## config.mk

```make
export PLATFORM = sky130hd
export DESIGN_NAME = dmem_port_arbiter
export DESIGN_NICKNAME = d
export VERILOG_FILES = /design/src/rtl/dmem_arb_pkg.sv /design/src/rtl/dmem_req_check.sv /design/src/rtl/dmem_port_arbiter.sv
export SDC_FILE = /design/constraint.sdc
export NUM_CORES = 1
export LEC_CHECK = 0
export BUFFER_PORTS_ARGS = -buffer_cell sky130_fd_sc_hd__buf_2
export CORE_AREA = 2 2 84 86
export DETAILED_ROUTE_END_ITERATION = 12
export DIE_AREA = 0 0 86 88
export PLACE_DENSITY = 0.61
export SETUP_SLACK_MARGIN = 0.1
export SLEW_MARGIN = 40
export SYNTH_ARGS = -nofsm -noshare
export SYNTH_HDL_FRONTEND = slang
export SYNTH_SLANG_ARGS = --single-unit
```

## constraint.sdc

```tcl
create_clock -name clk -period 4.2 [get_ports clk]
set_input_delay 0.42 -clock clk [delete_from_list [all_inputs] [get_ports clk]]
set_output_delay 0.42 -clock clk [all_outputs]
set_load 0.01 [all_outputs]
```

## src/rtl/dmem_arb_pkg.sv

```systemverilog
// Shared constants and the address check for the data-memory arbiter.
// Word-addressed 256 x 16-bit memory behind a byte-address interface.
package dmem_arb_pkg;

    localparam int DEF_ADDR_W = 16;
    localparam int DEF_DATA_W = 16;
    localparam int MEM_WORDS  = 256;
    localparam int WIDX_LO    = 1;
    localparam int WIDX_HI    = 8;

    // Aligned word inside the 256-word window
    function automatic logic word_addr_ok(input logic [15:0] addr);
        return (addr[0] == 1'b0) && (addr[15:WIDX_HI+1] == '0);
    endfunction

endpackage

```

## src/rtl/dmem_req_check.sv

```systemverilog
// Combinational validity check of one requester's byte address.
// Rejects misaligned and out-of-window addresses.
module dmem_req_check
    import dmem_arb_pkg::*;
#(
    parameter int ADDR_W = DEF_ADDR_W
) (
    input  logic [ADDR_W-1:0] addr,
    output logic              ok
);

    assign ok = word_addr_ok(16'(addr));

endmodule

```

## src/rtl/dmem_port_arbiter.sv

```systemverilog
// Two-port arbiter in front of the single-port data memory.
// Port A has priority until port B has waited MAX_WAIT cycles.
module dmem_port_arbiter
    import dmem_arb_pkg::*;
#(
    parameter int ADDR_W   = DEF_ADDR_W,
    parameter int DATA_W   = DEF_DATA_W,
    parameter int MAX_WAIT = 4
) (
    input  logic              clk,
    input  logic              rst_n,
    input  logic              a_req,
    input  logic              a_we,
    input  logic [ADDR_W-1:0] a_addr,
    input  logic [DATA_W-1:0] a_wdata,
    output logic              a_gnt,
    output logic              a_rvalid,
    output logic [DATA_W-1:0] a_rdata,
    output logic              a_err,
    input  logic              b_req,
    input  logic              b_we,
    input  logic [ADDR_W-1:0] b_addr,
    input  logic [DATA_W-1:0] b_wdata,
    output logic              b_gnt,
    output logic              b_rvalid,
    output logic [DATA_W-1:0] b_rdata,
    output logic              b_err,
    output logic [ADDR_W-1:0] mem_addr,
    output logic [DATA_W-1:0] mem_wdata,
    output logic              mem_we,
    output logic              mem_re,
    input  logic [DATA_W-1:0] mem_rdata
);

    localparam logic [3:0] WAIT_MAX = 4'(MAX_WAIT);

    logic [3:0] b_wait;
    logic       b_pri;
    logic       a_ok;
    logic       b_ok;
    logic       a_rd;
    logic       b_rd;

    dmem_req_check #(.ADDR_W(ADDR_W)) u_chk_a (
        .addr (a_addr),
        .ok   (a_ok)
    );

    dmem_req_check #(.ADDR_W(ADDR_W)) u_chk_b (
        .addr (b_addr),
        .ok   (b_ok)
    );

    assign b_pri = (b_wait == WAIT_MAX);
    assign a_rd  = a_gnt && a_ok && !a_we;
    assign b_rd  = b_gnt && b_ok && !b_we;

    // Grant selection and memory drive; nothing is granted in reset
    always_comb begin
        a_gnt     = 1'b0;
        b_gnt     = 1'b0;
        mem_addr  = '0;
        mem_wdata = '0;
        mem_we    = 1'b0;
        mem_re    = 1'b0;
        if (rst_n) begin
            b_gnt = b_req && (!a_req || b_pri);
            a_gnt = a_req && !b_gnt;
        end
        if (a_gnt && a_ok) begin
            mem_addr  = a_addr;
            mem_wdata = a_wdata;
            mem_we    = a_we;
            mem_re    = !a_we;
        end else if (b_gnt && b_ok) begin
            mem_addr  = b_addr;
            mem_wdata = b_wdata;
            mem_we    = b_we;
            mem_re    = !b_we;
        end
    end

    // Count cycles port B has been held off, saturating at the limit
    always_ff @(posedge clk or negedge rst_n) begin
        if (!rst_n) begin
            b_wait <= '0;
        end else if (!b_req || b_gnt) begin
            b_wait <= '0;
        end else if (b_wait != WAIT_MAX) begin
            b_wait <= b_wait + 4'd1;
        end
    end

    // One-cycle response pulses for reads and rejected accesses
    always_ff @(posedge clk or negedge rst_n) begin
        if (!rst_n) begin
            a_rvalid <= 1'b0;
            a_err    <= 1'b0;
            a_rdata  <= '0;
            b_rvalid <= 1'b0;
            b_err    <= 1'b0;
            b_rdata  <= '0;
        end else begin
            a_rvalid <= a_gnt && (!a_ok || !a_we);
            a_err    <= a_gnt && !a_ok;
            a_rdata  <= a_rd ? mem_rdata : '0;
            b_rvalid <= b_gnt && (!b_ok || !b_we);
            b_err    <= b_gnt && !b_ok;
            b_rdata  <= b_rd ? mem_rdata : '0;
        end
    end

endmodule

```

==> run_results.csv <==
group,metric,value,unit
cts,cts_max_path_buffers,2,
critical_path,cp.arrival,2480,ps
job,drv_cap,0,
cts,root_buffer,"clkbuf_8",
die,die_h,88,um
status,status,"completed",
placement,place_hpwl,4490,um
placement,finalWeightedCongestion,0.726,
detailed_routing,drt_first_iter_violations,40,
timing,fin_crit_sh,69.0,%
detailed_routing,post-route-drc-count,0,
global_route,grt_use_met3,3.39,%
die,core,6640,um^2
cts,clk_latency,290,ps
final_layout,mostFrequentLayoutCell,"buf_2",
critical_path,path_class,"flop to primary output",
pwr,vdd_drop_max,92.3,uV
die,die_x,86,um
cts,cts_resized,0,
global_route,antenna_found_initial,0,
cts,cts_sinks,40,
hold_path,min_path_type,"primary input to asynchronous set/reset pin",
final_layout,final_cell_mix,"buf_2, dfrtp_1, a22o_1",
detailed_routing,num_vias,1820,
die,rows,30,
die,ioPinCount,158,
synthesis,synthTopCellsByArea,"dfrtp_1, a22o_1, and3_1",
cts,cts_tree,"done",
placement,portBuffers,149,
pwr,power,759,uW
die,die_area,7570,um^2
pwr,powerDensity,271,nW/um^2
cts,numCtsBuffers,5,
global_route,use_met1,17.3,%
timing,fin_setup_tns,0,ps
detailed_routing,avgViaCountPerCell,4.53,
final_layout,diodes,0,
synthesis,synth_cell_types,32,
timing,slew_violations,0,
synthesis,avgSynthCellArea,11.1,um^2
synthesis,synthCells,175,
timing,setup-violations-final,0,
global_route,gr-total-overflow,0,
cts,hold_buffers,0,
detailed_routing,drt-wirelength-per-cell,14.0,um
timing,fin_skew,7.95,ps
synthesis,synth_largest_area_cell,"dfrtp_1",
detailed_routing,dr.pass1.iters,3,
global_route,first_global_vias,1740,
synthesis,yosys_register_bits,40,
timing,worst_pin_slew,497,ps
critical_path,required,3780,ps
global_route,grt.busiest_layer,"met2",
synthesis,ys.flop_type,"dfrtp_1",
cts,cts-htree-levels,2,
timing,fmax,345,MHz
synthesis,synth_edf_count,0,
detailed_routing,wl,5650,um
pwr,leakagePower,1.74,nW
global_route,grt_max_degree,42,
synthesis,yosys_warnings,0,
timing,rsz0062_at_grt,"no",
die,initial_utilization,29.2,%
synthesis,async_flop_share,100,%
final_layout,drive_gt1_share,54.3,%
global_route,grt_usage,14.7,%
synthesis,synth-seq-area-share,51.6,%
critical_path,cp-end-kind,"primary output",
timing,timing.slew.headroom,66.5,%
critical_path,crit_path_start_kind,"flop",
global_route,grt_use_met2,26.1,%
synthesis,synth_top_area_share,51.6,%
cts,clk_pin_slew_worst_paths,80,ps
final_layout,fin_nets,409,
cts,cts_setup_buffers,0,
timing,fin_crit,2900,ps
synthesis,synth_area,1940,um^2
critical_path,worstPathMaxFanout,29,
global_route,grt_pass1_wl,8490,um
detailed_routing,ant_nets,0,
timing,hold_violations,0,
final_layout,syn2layout_area_growth,44.4,%
[worst paths after layout]
path	start	slack, ps	endpoint	cells past startpoint
max	b_wait[0]	1300	mem_re	7
max in group asynchronous	rst_n	3660	a_rdata[1]	2
max reg2reg	b_wait[0]	2070	a_rdata[9]	6
min in group clk	a_we	320	a_rvalid	2
min	rst_n	190	a_rdata[8]	2
min reg2reg	b_wait[3]	670	b_wait[3]	2
[state kept, by name, indices dropped and copies added (netlist names)]
signal	cells
b_rdata	16
a_err	1
b_wait	4
b_err	1
a_rdata	16
a_rvalid	1
b_rvalid	1
[metrics by stage]
step,util [%],cell area (um^2),setup slack [ps],cells,hold WS [ps]
2_1_floorplan,-,1970,1950,182,124
3_5_place_dp,40.7,2710,1400,394,529
5_1_grt,42.2,2800,1110,402,235
3_3_place_gp,40.7,2710,1440,394,516
6_report,42.2,2800,1300,402,193
4_1_cts,42.1,2800,1260,402,210
[final cells by class]
| type | instances | area (um^2) |
|---|---|---|
| fillers | 648 | 3840 |
| flip-flops and latches | 40 | 1000 |
| repair buffers | 152 | 768 |
| multi-input cells | 99 | 753 |
| well taps | 80 | 100 |
| inverters | 23 | 86.3 |
| clock buffers | 6 | 82.6 |
| clock inverters | 2 | 10.0 |
[synthesized netlist by cell type (2+ instances only)]
library cell   n
nor3_2        10
and2_1         2
mux2i_1        2
nor3_1         9
buf_6          3
buf_4          8
inv_1         23
dfrtp_1       40
xnor2_1        2
ha_1           2
and3_1        16
nand2_1        2
clkbuf_1       8
nor4_1         2
a21oi_1        2
a22o_1        25
nor2_1         4
[layer usage]
layer | vias up | part of all wire, %
li1 | 882 | -
met4 | 0 | 1.4
met5 | - | 0
met3 | 7 | 8.1
met2 | 103 | 51
met1 | 828 | 40
[critical path, stage by stage, from the launching register on]
cell,delay [ps]
dfrtp_1,390
inv_1,80
ha_1,270
nand4b_1,190
and4_1,540
buf_4,380
o2bb2ai_1,170
buf_2,160
[cells by family (layout without fill, tap and decap cells)]
family	count (synthesis)	count (layout)	share of synthesized area (%)
XOR/XNOR	2	2	0.903
multiplexers	2	2	1.03
other	1	8	0.193
AO/OA/AOI/OAI	32	32	14.9
flip-flops	40	40	51.6
AND/OR/NAND/NOR	53	53	19.0
buffers and inverters	43	183	11.1
adder cells (fa/ha/maj)	2	2	1.29
[report_power, final]
part | leakage (nW) | switching [mW] | total (mW) | internal (mW)
registers | 0.554 | 0.00638 | 0.398 | 0.391
clock network | 0.0510 | 0.131 | 0.262 | 0.131
logic | 1.14 | 0.0544 | 0.100 | 0.0458
total | 1.74 | 0.191 | 0.759 | 0.568
(Power assumes the default switching activity.)
